**config.mk**
```make
export PLATFORM = sky130hd
export DESIGN_NAME = simon_btn_encoder
export DESIGN_NICKNAME = d
export VERILOG_FILES = /design/src/rtl/simon_btn_encoder.sv
export SDC_FILE = /design/constraint.sdc
export NUM_CORES = 1
export LEC_CHECK = 0
export BUFFER_PORTS_ARGS = -buffer_cell sky130_fd_sc_hd__buf_2
export CAP_MARGIN = 30
export CORE_MARGIN = 8
export CORE_UTILIZATION = 27
export DETAILED_ROUTE_END_ITERATION = 10
export HOLD_SLACK_MARGIN = 0.06
export PLACE_DENSITY_LB_ADDON = 0.15
export SYNTH_ARGS = -nofsm -noshare
export SYNTH_HDL_FRONTEND = slang
export SYNTH_SLANG_ARGS = --single-unit
```
**constraint.sdc**
```tcl
create_clock -name clk_tick -period 3.9 [get_ports clk_tick]
set_input_delay 0.195 -clock clk_tick [delete_from_list [all_inputs] [get_ports clk_tick]]
set_output_delay 0.195 -clock clk_tick [all_outputs]
set_load 0.03 [all_outputs]
```
**src/rtl/simon_btn_encoder.sv**
```systemverilog
// ============================================================================
// simon_btn_encoder: synchronise, debounce and encode four push-buttons into
// a single-cycle btn_valid/btn_val stream for the Simon game FSM.
// Revision: 1.0
// ============================================================================
`default_nettype none

module simon_btn_encoder #(
    parameter int DB_CNT = 8,
    parameter int CNT_W  = 8
) (
    input  logic       clk_tick,
    input  logic       reset_n,
    input  logic [3:0] btn_raw,
    input  logic       enable,
    output logic       btn_valid,
    output logic [1:0] btn_val,
    output logic       multi_press,
    output logic [3:0] db_btn,
    output logic [1:0] state
);

    typedef enum logic [1:0] {
        S_IDLE  = 2'd0,
        S_HOLD  = 2'd1,
        S_MULTI = 2'd2
    } state_t;

    localparam logic [CNT_W-1:0] C_LAST = CNT_W'(DB_CNT - 1);

    logic [3:0]       sync1_q, sync2_q;
    logic [3:0]       db_q, db_d;
    logic [CNT_W-1:0] cnt_q [4];
    logic [CNT_W-1:0] cnt_d [4];
    state_t           state_q;
    logic             btn_valid_q;
    logic [1:0]       btn_val_q;
    logic             multi_q;
    logic [1:0]       btn_idx;

    // A bit only flips after DB_CNT consecutive cycles disagreeing with it.
    always_comb begin
        db_d = db_q;
        for (int i = 0; i < 4; i++) begin
            cnt_d[i] = '0;
            if (sync2_q[i] != db_q[i]) begin
                if (cnt_q[i] == C_LAST) begin
                    db_d[i] = sync2_q[i];
                end else begin
                    cnt_d[i] = cnt_q[i] + CNT_W'(1);
                end
            end
        end
    end

    always_comb begin
        btn_idx = 2'd0;
        for (int i = 0; i < 4; i++) begin
            if (db_q[i]) begin
                btn_idx = 2'(i);
            end
        end
    end

    always_ff @(posedge clk_tick or negedge reset_n) begin
        if (!reset_n) begin
            sync1_q <= '0;
            sync2_q <= '0;
            db_q    <= '0;
            for (int i = 0; i < 4; i++) begin
                cnt_q[i] <= '0;
            end
        end else begin
            sync1_q <= btn_raw;
            sync2_q <= sync1_q;
            db_q    <= db_d;
            for (int i = 0; i < 4; i++) begin
                cnt_q[i] <= cnt_d[i];
            end
        end
    end

    always_ff @(posedge clk_tick or negedge reset_n) begin
        if (!reset_n) begin
            state_q     <= S_IDLE;
            btn_valid_q <= 1'b0;
            btn_val_q   <= 2'd0;
            multi_q     <= 1'b0;
        end else begin
            btn_valid_q <= 1'b0;
            case (state_q)
                S_IDLE: begin
                    if (db_q != 4'b0000) begin
                        if ($onehot(db_q)) begin
                            state_q <= S_HOLD;
                            if (enable) begin
                                btn_valid_q <= 1'b1;
                                btn_val_q   <= btn_idx;
                            end
                        end else begin
                            state_q <= S_MULTI;
                            multi_q <= 1'b1;
                        end
                    end
                end
                S_HOLD: begin
                    if (db_q == 4'b0000) begin
                        state_q <= S_IDLE;
                    end
                end
                S_MULTI: begin
                    if (db_q == 4'b0000) begin
                        state_q <= S_IDLE;
                        multi_q <= 1'b0;
                    end
                end
                default: begin
                    state_q <= S_IDLE;
                    multi_q <= 1'b0;
                end
            endcase
        end
    end

    assign btn_valid   = btn_valid_q;
    assign btn_val     = btn_val_q;
    assign multi_press = multi_q;
    assign db_btn      = db_q;
    assign state       = state_q;

endmodule

`default_nettype wire

```
## Word level (Yosys, flattened, before mapping)

Index checks and enable logic that the tools add are counted.

- Muxes and demuxes: 23
- Bitwise operators: 1
- Add/sub/neg operators: 7
- Eq/ne operators: 15
- Reductions and logical operators: 11

Operators by type and width:

| kind | count |
|---|---|
| 8-bit two-way mux | 8 |
| 8-bit by 1-bit adder with 8-bit output (second input constant) | 4 |
| 8-bit by 3-bit equality test with 1-bit output (second input constant) | 4 |
| 2-bit two-way mux | 5 |
| 2-bit AND reduction | 5 |
| 1-bit two-way mux | 8 |
| 4-bit AND reduction | 2 |
| 2-bit != test (second input constant) | 3 |
| 1-bit by 1-bit adder with 2-bit output | 2 |
| 4-bit logical NOT | 1 |
| 1-bit != test | 4 |
| 2-bit one-hot mux with 2 select lines | 1 |
| 4-bit nonzero test | 1 |
| 2-bit by 2-bit adder with 3-bit output | 1 |
| 3-bit by 1-bit equality test with 1-bit output (second input constant) | 1 |
| 1-bit one-hot mux with 3 select lines | 1 |
| 2-bit by 1-bit equality test with 1-bit output (second input constant) | 1 |
| 2-bit equality test (second input constant) | 1 |
| 2-bit logical NOT | 1 |
| 2-bit by 1-bit != test with 1-bit output (second input constant) | 1 |
| 2-bit OR reduction | 1 |
| 1-bit NOT | 1 |

- Logic and storage cells: 71
- Input port bits: 7
- Bits in registers: 50

## Longest topological paths before layout

- Word-level depth: 6
- Gate-level depth with buffers: 8

## Worst setup path before layout

Ideal clock, no wire load.

- Path type: register -> register
- From: reg db_q[0], in the netlist db_btn[0]
- To: reg btn_val_q[0], in the netlist btn_val[0]
- Period minus slack after synthesis: 2.500 ns
- Stages on the path, launching flop included: 9
- Setup time: 0.125 ns
- Buffers on the path: 0
- Data arrival time: 2.376 ns
- Slack: 1.400 ns
- Cell sequence: dfrtp_1 > inv_1 > fa_1 > inv_1 > ha_1 > ha_1 > and4bb_2 > nand3b_1 > mux2_2

- Cells in the longest elaborated chain, start to end: 4
- Elaborated cells on any way between the ends: 5

RTL lines:

| element | line | source |
|---|---|---|
| start, declared | 32 | `logic [3:0] db_q, db_d;` |
| start signal, assigned | 69 | `db_q <= '0;` |
| start signal, assigned | 76 | `db_q <= db_d;` |
| 1-bit by 1-bit adder with 2-bit output (not written as such) | 94 | `if ($onehot(db_q)) begin` |
| 2-bit by 2-bit adder with 3-bit output (not written as such) | 94 |  |
| 3-bit by 1-bit equality test with 1-bit output | 94 |  |
| 4-bit AND reduction (no line) (*) | -- |  |
| end signal, assigned | 98 | `btn_val_q <= btn_idx;` |
| end, declared | 37 | `logic [1:0] btn_val_q;` |

Mark *: on every way between the ends. The rest lies on a longest branch, timed or not.
A chain may end at the register's enable or synchronous reset.

## Worst setup path in the final report

- From: reg db_q[3], in the netlist db_btn[3]
- To: reg btn_val_q[0], in the netlist btn_val[0]

- Cells in the longest elaborated chain, start to end: 4
- Elaborated cells on any way between the ends: 6

RTL lines:

| element | line |
|---|---|
| 1-bit by 1-bit adder with 2-bit output (not written as such) | 94 |
| 2-bit by 2-bit adder with 3-bit output (not written as such) | 94 |
| 3-bit by 1-bit equality test with 1-bit output | 94 |
| 4-bit AND reduction (no line) | -- |

Parallel ways exist; a longest one is shown, timed or not.

==> key figures <==
Worst setup path
  – Worst path max stage delay: roughly 480 ps
  – Worst-path maximum fanout: 6
  – Reg2reg start: db_btn[3]
  – Delay-heaviest family, CP: adder cells
  – Worst reg2reg path endpoint: btn_val[0]
  – Crit-path cells: inv_1 -> fa_1 -> inv_1 -> ha_1 -> ha_1 -> and4bb_2 -> nand3b_1 -> mux2_2
  – Register-to-Register Path Depth: 8
  – Critical Path Sink Type: register
  – Critical Path Start Type: register
  – Worst endpoint required time: around 4100 ps
  – Worst path arrival time: 2610 ps
  – Slowest-stage cell, CP: fa_1
  – Reg2reg setup slack: about 1500 ps
  – CP bufs+invs: 2
  – Setup CP Type: register to register

Route
  – Vias per Instance: between 4 and 5
  – Total vias in the final route: around 1,500
  – DR pass1 iterations: 4
  – Total routed wirelength: about 4200 um
  – DR WL met3: roughly 160 um
  – DR WL met2: 1890 um
  – Met1 WL: between 2000 and 2500 um
  – Max Used Layer: met4
  – Wire length per cell: 12.2 um
  – Initial drt markers: 36
  – Antenna Nets Post-Route: 0
  – DR DRC count: 0

Final layout
  – Finished Layout Cells: about 340
  – Share of post-route cells with drive strength above 1: ~16%
  – Fill cells: 850
  – Synth-to-Final Area Change: 16.3%
  – Nets@finish: ~260
  – N_diodes: 0

Power
  – Pleak: roughly 1.2 nW
  – Switching part of the total power: 36.8%
  – Comb power frac: a little over a third
  – Total power: between 0.0015 and 0.002 W
  – Sw Pwr: slightly above 0.0006 W
  – Register share of total power: 42.5%
  – Worst vdd ir: roughly 0.00020 V
  – Clock network fraction of total power: between 20 and 25%
  – Cell Pwr Density: approximately 620 nW/um^2
  – Internal power: about 0.0011 W

Placed design
  – Port Buffers: 16
  – Post-DP HPWL: 2940 um
  – GPL Wtd Cong: slightly above 0.7
  – Placed cell count: ~330
  – Dpl ws: 1500 ps

Synthesis
  – Yosys top cell by area: dfrtp_1
  – Synth Flop Type: dfrtp_1
  – Distinct cells, synth: 27
  – Ys async rst share: 100%
  – Syn Nets: around 230
  – Proportion of netlist area held by the largest area contributor: 54.7%
  – Ys Warns: 0
  – Synth top area cells: dfrtp_1 (55%), ha_1 (5.5%), nor2_1 (4.4%), o21ai_0 (3.5%), or3_1 (3.3%)
  – Post-synth EDFFs: 0
  – Yosys reg bits: 50
  – Synthesized area: between 2000 and 2500 um^2
  – Post-Synthesis Cells: 210
  – Sequential share of the synthesized area: roughly 55%
  – Mapped Avg Cell Area: roughly 11 um^2

STA
  – Clock Skew: between 9 and 10 ps
  – Setup slack after layout: ~1500 ps
  – Setup TNS: 0 ps
  – Fin crit period: roughly 2400 ps
  – RSZ-0062 raised after global routing: no
  – Post-route clock period utilization: between 60% and 70%
  – FMAX: ~410 MHz
  – Fin Hold WS: between 150 and 200 ps
  – Slew Viols, Final: 0
  – Slew margin rel.: around 57%
  – Final Hold Fails: 0
  – Final setup fails: 0
  – Worst slew pin tran: around 650 ps

Floorplan
  – IO Count: 17
  – Starting Density: 27.9%
  – Die ar.: 11,700 um^2
  – Height of the die: about 110 um
  – Core Region: 8220 um^2
  – Row cnt: 33
  – Die span in x: approximately 110 um

Global route
  – Grt total ovfl: 0
  – Maximum number of pins on one net before global-route repair: 51
  – Antenna violations before repair: 0
  – Vias in the first global route: ~1,600
  – GRT Total Usage: about 7.8%
  – First-pass GRT wire length: 7290 um

Clock network
  – Clock transition at the registers of the reported paths: 100 ps
  – Total CTS buffers: 5
  – Clock Sinks: 50
  – # Post-CTS Setup Buffers: 0
  – CTS resizes: 0
  – Clk buf depth: 2
  – CTS tree: done
  – # hold bufs at CTS: 5
  – CTS Root Cell: clkbuf_8
  – Worst skew pair latency: 300 ps
  – H-tree Lvls: 2

Hold path
  – Min-delay src: enable
  – Hold EP: btn_val[1]
  – WHS Path Cells: 3
  – Class of the worst hold path: input pin to register

Run
  – Max Cap Violations: 0

Status
  – Status: finished, final reports clean
how the worst max path moves through the flow:
| stage | from | end | slack [ps] | depth (start not counted) |
|---|---|---|---|---|
| 2_1_floorplan | db_btn[0] | btn_val[0] | 1400 | 8 |
| 6_report | db_btn[3] | btn_val[0] | 1490 | 8 |
| 3_5_place_dp | db_btn[3] | btn_val[0] | 1500 | 8 |
| 3_3_place_gp | db_btn[0] | btn_val[0] | 1550 | 8 |
| 4_1_cts | db_btn[3] | btn_val[0] | 1470 | 8 |
| 5_1_grt | db_btn[1] | btn_val[0] | 1360 | 8 |
cell type report:
class | count | area [um^2] | area share [%]
clock inverter | 2 | 37.5 | 1.41
multi-input combinational | 146 | 983 | 36.9
timing repair buffer | 22 | 138 | 5.17
clock buffer | 6 | 72.6 | 2.73
inverter | 13 | 48.8 | 1.83
tap | 105 | 131 | 4.93
sequential | 50 | 1250 | 47.0
state kept, by name, indices dropped and copies added, names as in the netlist:
| signal | cells |
|---|---|
| btn_val | 2 |
| btn_valid | 1 |
| cnt_q | 32 |
| db_btn | 4 |
| multi_press | 1 |
| state | 2 |
| sync1_q | 4 |
| sync2_q | 4 |
per-layer routing:
| metal | up-vias | global-route usage (%) |
|---|---|---|
| li1 | 779 | - |
| met1 | 736 | 9.82 |
| met2 | 15 | 11.9 |
| met3 | 4 | 2.20 |
| met4 | 0 | 4.16 |
| met5 | - | 0 |
power groups by stage:
stage	Combinational (W)	Clock (W)	Sequential, W
final	0.000587	0.000369	0.000706
after global routing	0.000676	0.000405	0.000724
after CTS	0.000600	0.000387	0.000709
after detailed placement	0.000592	0	0.000719
after global placement	0.000595	0	0.000715
after floorplan	0.000377	0	0.000771
cells in the final DEF, fill, tap and decap left out, types with 3 or more instances in the layout:
cell / instances
nand3b_1: 4
o21ai_0: 16
dfrtp_1: 50
nor2_1: 27
clkbuf_8: 5
xnor2_1: 8
mux2_2: 4
ha_1: 10
nand4_1: 4
xor2_1: 8
nand2_1: 9
or4_4: 3
inv_1: 13
nand3_1: 14
o21bai_2: 3
buf_2: 16
dlygate4sd3_1: 5
a21oi_1: 12
or3_1: 12
Yosys cell counts, types with 2 or more instances:
| cell type | number |
|---|---|
| a31o_2 | 2 |
| xnor2_1 | 8 |
| nand3_1 | 14 |
| dfrtp_1 | 50 |
| or3_1 | 12 |
| mux2_1 | 2 |
| xor2_1 | 8 |
| ha_1 | 10 |
| nand2_1 | 9 |
| mux2_2 | 4 |
| a21oi_1 | 12 |
| o21ai_0 | 16 |
| inv_1 | 13 |
| nor2_1 | 27 |
| nand4_1 | 4 |
| or4_4 | 3 |
| o21bai_2 | 3 |
| nand3b_1 | 4 |
stage by stage:
stage          cell area [um^2]  util (%)
6_report                   2660      32.4
5_1_grt                    2660      32.4
4_1_cts                    2660      32.4
3_5_place_dp               2500      30.5
3_3_place_gp               2500      30.5
2_1_floorplan              2290         -
worst reg2reg max path: stages, from the launching register on:
cell and delay [ps]:
dfrtp_1 460, inv_1 90, fa_1 480, inv_1 40, ha_1 170, ha_1 290
and4bb_2 340, nand3b_1 150, mux2_2 300
cells by family (layout without fill, tap and decap cells):
logic type / after synthesis / after routing / synth area share [%]
compound gates: 34 / 34 / 8.75
xor+xnor: 16 / 16 / 6.12
fa+ha+maj: 11 / 11 / 6.34
buf+inv: 14 / 43 / 2.35
flops: 50 / 50 / 54.7
mux: 7 / 7 / 3.39
simple gates: 78 / 78 / 18.4
Note: power is estimated with default switching activity, not from simulation.
